## config.mk

```make
export PLATFORM = sky130hd
export DESIGN_NAME = simmem_wresp_bank
export DESIGN_NICKNAME = d
export VERILOG_FILES = /design/src/rtl/simmem_pkg.sv /design/src/rtl/simmem_id_arbiter.sv /design/src/rtl/simmem_wresp_bank.sv
export SDC_FILE = /design/constraint.sdc
export NUM_CORES = 2
export LEC_CHECK = 0
export ABC_CLOCK_PERIOD_IN_PS = 5600
export BUFFER_PORTS_ARGS = -buffer_cell sky130_fd_sc_hd__buf_2
export CAP_MARGIN = 20
export CORE_MARGIN = 2
export CORE_UTILIZATION = 65
export CTS_BUF_LIST = sky130_fd_sc_hd__clkbuf_8
export CTS_CLUSTER_DIAMETER = 50
export DETAILED_ROUTE_END_ITERATION = 12
export PLACE_DENSITY = 0.81
export SYNTH_ARGS = -nofsm -noshare
export SYNTH_HDL_FRONTEND = slang
export SYNTH_HIERARCHICAL = 1
export SYNTH_SLANG_ARGS = --single-unit
```

## constraint.sdc

```tcl
create_clock -name clk_i -period 5.6 [get_ports clk_i]
set_input_delay 1.12 -clock clk_i [delete_from_list [all_inputs] [get_ports clk_i]]
set_output_delay 1.12 -clock clk_i [all_outputs]
set_load 0.05 [all_outputs]
```

## src/rtl/simmem_pkg.sv

```systemverilog
// Shared types and sizing for the simulated-memory write-response path.
package simmem_pkg;

    localparam int unsigned IdWidth                    = 3;
    localparam int unsigned NumIds                     = 1 << IdWidth;
    localparam int unsigned ContentWidth               = 8;
    localparam int unsigned WriteRespBankTotalCapacity = 32;
    localparam int unsigned WriteRespBankAddrWidth     = $clog2(WriteRespBankTotalCapacity);
    localparam int unsigned WriteRespRelCntWidth       = WriteRespBankAddrWidth + 1;
    localparam int unsigned WriteRespWidth             = IdWidth + ContentWidth;

    typedef logic [IdWidth-1:0]                id_t;
    typedef logic [WriteRespBankAddrWidth-1:0] wresp_addr_t;
    typedef logic [WriteRespRelCntWidth-1:0]   wresp_cnt_t;

    typedef struct packed {
        logic [IdWidth-1:0]      id;
        logic [ContentWidth-1:0] content;
    } wresp_t;

    // Per-slot link to the next response of the same ID.
    typedef struct packed {
        logic [WriteRespBankAddrWidth-1:0] nxt_elem;
    } wresp_metadata_e;

endpackage

```

## src/rtl/simmem_id_arbiter.sv

```systemverilog
// Picks which eligible ID the bank presents on its output.
// SIMMEM_WRESP_BANK_RR_ARB_EN selects round-robin; otherwise lowest eligible ID wins.
// The choice is frozen while the output is stalled (hold).
module simmem_id_arbiter
    import simmem_pkg::*;
(
    input  logic              clk,
    input  logic              rst_n,
    input  logic [NumIds-1:0] elig,
    input  logic              hold,
    output id_t               sel
);

    logic lock_q;
    id_t  sel_q;
    id_t  arb_sel;

`ifdef SIMMEM_WRESP_BANK_RR_ARB_EN
    id_t  last_q;
    id_t  cand;
    logic pop;

    // A pop happens whenever something is valid and the output is not stalled.
    assign pop = (|elig) && !hold;

    // Search from the ID after the last popped one; the last one itself comes last.
    always_comb begin
        arb_sel = '0;
        cand    = '0;
        for (int o = NumIds; o >= 1; o--) begin
            cand = last_q + id_t'(o);
            if (elig[cand]) begin
                arb_sel = cand;
            end
        end
    end

    // Remember the most recently popped ID.
    always_ff @(posedge clk or negedge rst_n) begin
        if (!rst_n) begin
            last_q <= '0;
        end else if (pop) begin
            last_q <= sel;
        end
    end
`else
    // Fixed priority: lowest eligible index.
    always_comb begin
        arb_sel = '0;
        for (int i = NumIds - 1; i >= 0; i--) begin
            if (elig[i]) begin
                arb_sel = id_t'(i);
            end
        end
    end
`endif

    assign sel = lock_q ? sel_q : arb_sel;

    // Latch the presented ID while the consumer stalls.
    always_ff @(posedge clk or negedge rst_n) begin
        if (!rst_n) begin
            lock_q <= 1'b0;
            sel_q  <= '0;
        end else begin
            lock_q <= hold;
            sel_q  <= sel;
        end
    end

endmodule

```

## src/rtl/simmem_wresp_bank.sv

```systemverilog
// Write-response bank: a shared slot RAM threaded as per-ID linked lists.
// Responses of one ID leave in arrival order once released; IDs may overtake each other.
// Optional: SIMMEM_WRESP_BANK_RR_ARB_EN enables round-robin ID arbitration.
module simmem_wresp_bank
    import simmem_pkg::*;
#(
    parameter int unsigned TotalCapacity = WriteRespBankTotalCapacity
) (
    input  logic              clk_i,
    input  logic              rst_ni,
    input  wresp_t            in_data_i,
    input  logic              in_valid_i,
    output logic              in_ready_o,
    input  logic [NumIds-1:0] release_en_i,
    output wresp_t            out_data_o,
    output logic              out_valid_o,
    input  logic              out_ready_i
);

    localparam wresp_cnt_t CntMax = '1;

    wresp_t          data_q [TotalCapacity];
    wresp_metadata_e meta_q [TotalCapacity];

    logic [TotalCapacity-1:0] free_q, free_d;
    wresp_addr_t head_q [NumIds];
    wresp_addr_t head_d [NumIds];
    wresp_addr_t tail_q [NumIds];
    wresp_addr_t tail_d [NumIds];
    wresp_cnt_t  len_q  [NumIds];
    wresp_cnt_t  len_d  [NumIds];
    wresp_cnt_t  rel_q  [NumIds];
    wresp_cnt_t  rel_d  [NumIds];

    logic [NumIds-1:0] elig;
    id_t               sel;
    id_t               push_id;
    wresp_addr_t       push_slot;
    wresp_addr_t       pop_slot;
    logic              push;
    logic              pop;

    // Lowest-index free slot.
    always_comb begin
        push_slot = '0;
        for (int i = TotalCapacity - 1; i >= 0; i--) begin
            if (free_q[i]) begin
                push_slot = wresp_addr_t'(i);
            end
        end
    end

    // An ID may leave when it holds data and has an outstanding release.
    always_comb begin
        elig = '0;
        for (int k = 0; k < NumIds; k++) begin
            elig[k] = (rel_q[k] != '0) && (len_q[k] != '0);
        end
    end

    assign in_ready_o  = |free_q;
    assign out_valid_o = |elig;
    assign push        = in_valid_i && in_ready_o;
    assign pop         = out_valid_o && out_ready_i;
    assign push_id     = in_data_i.id;
    assign pop_slot    = head_q[sel];
    assign out_data_o  = out_valid_o ? data_q[pop_slot] : '0;

    simmem_id_arbiter u_arbiter (
        .clk   (clk_i),
        .rst_n (rst_ni),
        .elig  (elig),
        .hold  (out_valid_o && !out_ready_i),
        .sel   (sel)
    );

    // Next state of the free map and the per-ID list pointers and counters.
    always_comb begin
        free_d = free_q;
        head_d = head_q;
        tail_d = tail_q;
        len_d  = len_q;
        rel_d  = rel_q;
        if (pop) begin
            free_d[pop_slot] = 1'b1;
        end
        if (push) begin
            free_d[push_slot] = 1'b0;
        end
        for (int k = 0; k < NumIds; k++) begin
            logic push_k;
            logic pop_k;
            push_k = push && (push_id == id_t'(k));
            pop_k  = pop && (sel == id_t'(k));
            // A push into an empty list, or one that replaces the only popped entry,
            // makes the new slot the head.
            if (push_k && ((len_q[k] == '0) || (pop_k && (len_q[k] == wresp_cnt_t'(1))))) begin
                head_d[k] = push_slot;
            end else if (pop_k) begin
                head_d[k] = meta_q[head_q[k]].nxt_elem;
            end
            if (push_k) begin
                tail_d[k] = push_slot;
            end
            if (push_k && !pop_k) begin
                len_d[k] = len_q[k] + wresp_cnt_t'(1);
            end else if (pop_k && !push_k) begin
                len_d[k] = len_q[k] - wresp_cnt_t'(1);
            end
            // A release and a pop in the same cycle cancel out.
            if (release_en_i[k] && !pop_k && (rel_q[k] != CntMax)) begin
                rel_d[k] = rel_q[k] + wresp_cnt_t'(1);
            end else if (pop_k && !release_en_i[k]) begin
                rel_d[k] = rel_q[k] - wresp_cnt_t'(1);
            end
        end
    end

    // Control state; reset discards every stored response.
    always_ff @(posedge clk_i or negedge rst_ni) begin
        if (!rst_ni) begin
            free_q <= '1;
            for (int k = 0; k < NumIds; k++) begin
                head_q[k] <= '0;
                tail_q[k] <= '0;
                len_q[k]  <= '0;
                rel_q[k]  <= '0;
            end
        end else begin
            free_q <= free_d;
            head_q <= head_d;
            tail_q <= tail_d;
            len_q  <= len_d;
            rel_q  <= rel_d;
        end
    end

    // Slot payloads and links; only meaningful while the free map marks them used.
    always_ff @(posedge clk_i) begin
        if (push) begin
            data_q[push_slot] <= in_data_i;
            if (len_q[push_id] != '0) begin
                meta_q[tail_q[push_id]].nxt_elem <= push_slot;
            end
        end
    end

endmodule

```

# Yosys cells after proc, flatten, opt, wreduce, memory -nomap -nowiden
# Memories as Yosys holds them, arrays and structs flattened.
# Index checks and enable logic that the tools add are counted.
[op_classes]
n_eq_ne = 30
magnitude_cmp = 6
bitwise = 5
addsub = 32
muxes = 110
reduce_logical = 171
[ops]
columns = ["cell", "n"]
rows = [
  ["$mux W5", 52],
  ["$mux W6", 34],
  ["$reduce_bool A6 Y1", 17],
  ["$add A6 B1 Y6 const B", 16],
  ["$sub A6 B1 Y6 const B", 16],
  ["$logic_and A1 B1 Y1", 85],
  ["$mux W32", 2],
  ["$eq A6 B1 Y1 const B", 8],
  ["$logic_not A6 Y1", 8],
  ["$ne A6 B6 Y1 const B", 8],
  ["$reduce_bool A2 Y1", 24],
  ["$and A32 B32 Y32", 1],
  ["$not A32 Y32", 1],
  ["$or A32 B32 Y32", 1],
  ["$reduce_or A32 Y1", 1],
  ["$bmux W5 S3", 2],
  ["$mux W3", 9],
  ["$logic_not A1 Y1", 25],
  ["$eq A3 B3 Y1 const B", 8],
  ["$bmux W6 S3", 1],
  ["$eq A3 B2 Y1 const B", 4],
  ["$lt A5 B6 Y1 const B", 2],
  ["$mux W11", 1],
  ["$demux W1 S5", 2],
  ["8 further kinds", 26],
]
[word_totals]
ramBits = 512
inputBits = 23
n_memories = 2
regBits = 212
elab_cells = 391
[mem_list]
columns = ["memory", "words", "width", "rd", "rd_ports_with_merged_regs", "write_ports", "line", "source"]
rows = [
  ["data_q", 32, 11, 1, 0, 1, "simmem_wresp_bank.sv:22", "wresp_t data_q [TotalCapacity];"],
  ["meta_q", 32, 5, 8, 0, 1, "simmem_wresp_bank.sv:23", "wresp_metadata_e meta_q [TotalCapacity];"],
]

# Logic depth before layout (Yosys ltp)
[depth]
ltp_word = 39
ltp_mapped = 20

# Hierarchy
# The synthesis kept the hierarchy.
[modules_own_cells]
columns = ["module", "area_per_inst_um2", "cells_per_inst", "seq_area_each_um2", "n_inst"]
rows = [
  ["simmem_wresp_bank", 41538.6, 2963, 20619.8, 1],
  ["simmem_id_arbiter", 202.7, 21, 100.1, 1],
]

# Worst setup path after synthesis
# OpenSTA, ideal clock, no wires.
[synth_path]
kind = "register to output"
startpoint = "reg len_q[26] in the netlist's numbering"
endpoint = "out out_data_o[0] in the netlist's numbering"
path_slack_ns = -0.698
t_required_ns = 4.480
stages_incl_launch_ff = 17
t_arrival_ns = 5.178
n_path_buf = 4
cell_sequence = "dfrtp_1 > buf_6 > nor4_1 > a22oi_1 > nor4_1 > o41ai_1 > o21ai_1 > buf_2 > mux4_2 > mux2_4 > buf_6 > buf_4 > mux2i_1 > mux4_2 > nand2_1 > o21ai_0 > nor4_1"
[synth_rtl]
columns = ["item", "line", "source"]
rows = [
  ["start: declaration", "simmem_wresp_bank.sv:30", "wresp_cnt_t len_q [NumIds];"],
  ["start signal: assignment", "simmem_wresp_bank.sv:133", "len_q <= len_d;"],
  ["end: declaration", "simmem_wresp_bank.sv:15", "output wresp_t out_data_o,"],
]

==> results by group <==
Critical path
  – Critical path's largest stage delay: 0.42 ns
  – Crit. End Element: output pin
  – CP max-delay cell: dfrtp_2
  – Crit-path cells: nor4_4 > a22oi_2 > nor4_4 > o41ai_4 > o21ai_2 > buf_12 > mux4_2 > mux2_8 > buf_4 > buf_6 > mux2_2 > o22ai_1 > a221oi_1 > o21ai_1 > buf_4 > nor4_4 > buf_6
  – Arr. time, crit path: 4.90 ns
  – Crit path top cell by count: nor4_4
  – Largest fanout on the critical path: 10
  – Critical Path RT: 4.48 ns
  – Worst setup SP type: flop
  – WS Path Type: flop to output pin

Timing
  – RSZ-0062 raised after global routing: yes
  – Clock Skew: 0.0525 ns
  – Final min period: 6.02 ns
  – Fin Setup TNS: -4.04 ns
  – Period Utilization, post-route: 107%
  – FMAX: 166 MHz
  – Hold Fails Final Rpt: 0
  – Slew @ Worst Pin: 1.20 ns
  – Slew Limit Headroom: 19.3%
  – Final setup fails: 11
  – Fin. max-slew vios: 0
  – Final worst slack: -0.416 ns

Route
  – Initial DRC count: 4588
  – Routed length per instance: 31.1 microns
  – Detail-routed via count per cell: 7.42
  – Via Count: 30200
  – DRC Markers: 0
  – Total Wirelength: 127000 microns
  – ANT nets after route: 0
  – Drt pass-1 iters: 6

Synth
  – Syn nets: 3080
  – Most frequent cell after synthesis: edfxtp_1
  – Area leader, netlist: edfxtp_1
  – Yosys warns: 6
  – Synth cell count leaders: 512 x edfxtp_1, 430 x mux4_2, 318 x nand2_1
  – Ranking of synthesized cells by area: edfxtp_1 37%, mux4_2 23%, dfrtp_1 11%, mux2i_1 3.1%, nand2_1 2.9%
  – Distinct cell type count after synthesis: 80
  – Register area share after synthesis: 49.6%
  – Ys async rst share: 29.3%
  – Post-synth top flop: edfxtp_1
  – Cell area after synthesis: 41700 sq um
  – Post-synth EDFFs: 512
  – Yosys top cell area share: 36.8%
  – Yosys reg bits: 724
  – Avg Inst Size Synth: 14.0 sq um
  – Cells after synthesis: 2984

Global routing
  – Vias in the first global route: 29400
  – Global-route wire length before repair: 186000 microns
  – Largest net degree at the start of global routing: 119
  – GRT Overall Usage: 37.9%
  – Grt total ovfl: 0
  – Antenna violations before repair: 5

Layout
  – Ratio of cells with drive above 1 in the final layout: 33.8%
  – Synthesis-to-layout area growth: 12.5%
  – # fillers: 3716
  – Nets: 3218

Floorplan
  – Die area: 66300 sq um
  – Starting Density: 65.9%
  – Core ar.: 63300 sq um
  – FP Rows: 92
  – DIE WIDTH: 257 microns
  – # IOs: 36
  – Die height: 257 microns

Place
  – Dpl ws: -0.0519 ns
  – Final GP Congestion: 0.988
  – I/O Buffers: 35
  – Post-DP HPWL: 79800 microns

Job
  – Max-Cap Viols: 0

Pwr
  – Total power: 12.2 mW
  – P_leak: 17.2 nW
  – Pwr dens: 261 nW/um^2
  – Peak VDD IR: 213 uV

Clock tree
  – Num CTS Buffers: 115
  – Clk buf depth: 3
  – Clk slew on worst S/H paths: 0.07 ns
  – Clock net sink count: 724
  – Worst-skew pair later-pin latency: 0.77 ns
  – CTS root buffer: clkbuf_8
  – CTS tree: yes
  – H-tree Lvls: 3
  – CTS Hold Bufs: 0

Worst hold path
  – Worst hold path class: input port to async pin

Status
  – Failing checks: negative setup slack
  – Status: complete, but fails checks
[metal layers]
layer  global-route usage [%]  up-vias  part of all wire (%)
li1                         -    12100                     -
met1                     48.8    14800                    33
met2                     56.9     2663                    46
met3                     12.5      634                    14
met4                     22.3        4                   7.4
met5                        0        -                 0.014
[worst max-delay path: cells and delay by family (launching register included)]
family / cells / cell delay, ns
muxes: 3 / 0.98
and+or+nand+nor: 3 / 0.85
AOI/OAI and AO/OA: 6 / 0.98
buffers and inverters: 5 / 0.84
DFF: 1 / 0.42
[final timing paths]
kind	from	slack [ns]	end	cells after the start
worst max-delay path	rel_q[33]$_DFFE_PN0P_	-0.42	out_data_o[3]	17
worst min-delay path	rst_ni	0.46	rel_q[33]$_DFFE_PN0P_	1
worst max register to register	len_q[25]$_DFFE_PN0P_	1.08	rel_q[17]$_DFFE_PN0P_	20
worst min register to register	tail_q[5]$_DFFE_PN0P_	0.48	tail_q[5]$_DFFE_PN0P_	2
max in group asynchronous	rst_ni	3.83	rel_q[0]$_DFFE_PN0P_	2
min in group clk_i	tail_q[5]$_DFFE_PN0P_	0.48	tail_q[5]$_DFFE_PN0P_	2
[through the flow]
| stage | hold slack (ns) | std cells | util [%] | area, sq um |
|---|---|---|---|---|
| 6_report | 0.461 | 4073 | 74.2 | 47000 |
| 5_1_grt | 0.509 | 4070 | 74.2 | 47000 |
| 4_1_cts | 0.479 | 4036 | 73.2 | 46400 |
| 3_3_place_gp | 0.457 | 3795 | 68.6 | 43400 |
| 3_5_place_dp | 0.460 | 3802 | 68.7 | 43500 |
| 2_1_floorplan | 0.443 | 2984 | - | 41800 |
[cells in the final DEF (no fill, tap or decap), types with 21 or more instances in the layout]
master | synthesis | routed
xnor2_1 | 36 | 36
mux2_2 | 28 | 26
nor2_1 | 166 | 160
o21ai_0 | 106 | 103
buf_4 | 3 | 172
ha_1 | 65 | 63
dfrtp_2 | 0 | 22
xor2_1 | 52 | 52
mux4_2 | 430 | 430
mux2i_1 | 131 | 128
a31oi_1 | 25 | 25
nor3_1 | 46 | 39
clkinv_1 | 2 | 26
clkbuf_8 | 0 | 122
and3_1 | 28 | 28
a21oi_1 | 144 | 143
nand2_1 | 318 | 313
mux2_4 | 33 | 34
buf_2 | 32 | 23
nand4_1 | 21 | 21
dfstp_2 | 32 | 32
nand3_1 | 77 | 75
dfrtp_1 | 180 | 158
edfxtp_1 | 512 | 512
inv_1 | 54 | 87
buf_6 | 14 | 22
[logic make-up after synthesis]
kind of cell	Yosys count	synth area share [%]
flops	724	49.6
fa+ha+maj	73	2.33
xor+xnor	88	1.85
compound gates	401	5.88
buf+inv	289	3.08
simple gates	784	8.80
mux	625	28.4
[what timing repair did]
| action | in CTS | in global routing |
|---|---|---|
| cloned | 3 | 2 |
| pin swaps | 11 | 23 |
| endpoints found under the setup margin | 11 | 11 |
| gates resized for setup | 72 | 59 |
| setup buffers | 15 | 18 |
[state kept, by name (all words and copies together) (netlist names)]
signal	cells
head_q	40
u_arbiter/sel_q	3
len_q	48
tail_q	40
data_q	352
u_arbiter/lock_q	1
rel_q	48
free_q	32
meta_q	160
[cell type report]
| cell class | count | area (sq um) | area share (%) |
|---|---|---|---|
| Inverter | 65 | 284 | 0.605 |
| Sequential cell | 724 | 20700 | 44.2 |
| Antenna cell | 6 | 15.0 | 0.0320 |
| Multi-Input combinational cell | 1971 | 20300 | 43.2 |
| Timing Repair Buffer | 245 | 2220 | 4.74 |
| Clock inverter | 96 | 674 | 1.44 |
| Clock buffer | 120 | 1650 | 3.52 |
| Tap cell | 846 | 1060 | 2.25 |
[where the power goes]
part	leakage, nW	internal (mW)	switching [mW]	total, mW
combinational	8.19	0.814	0.696	1.51
clock	1.30	2.28	2.30	4.58
sequential	7.73	5.92	0.235	6.16
(Power assumes the default switching activity.)
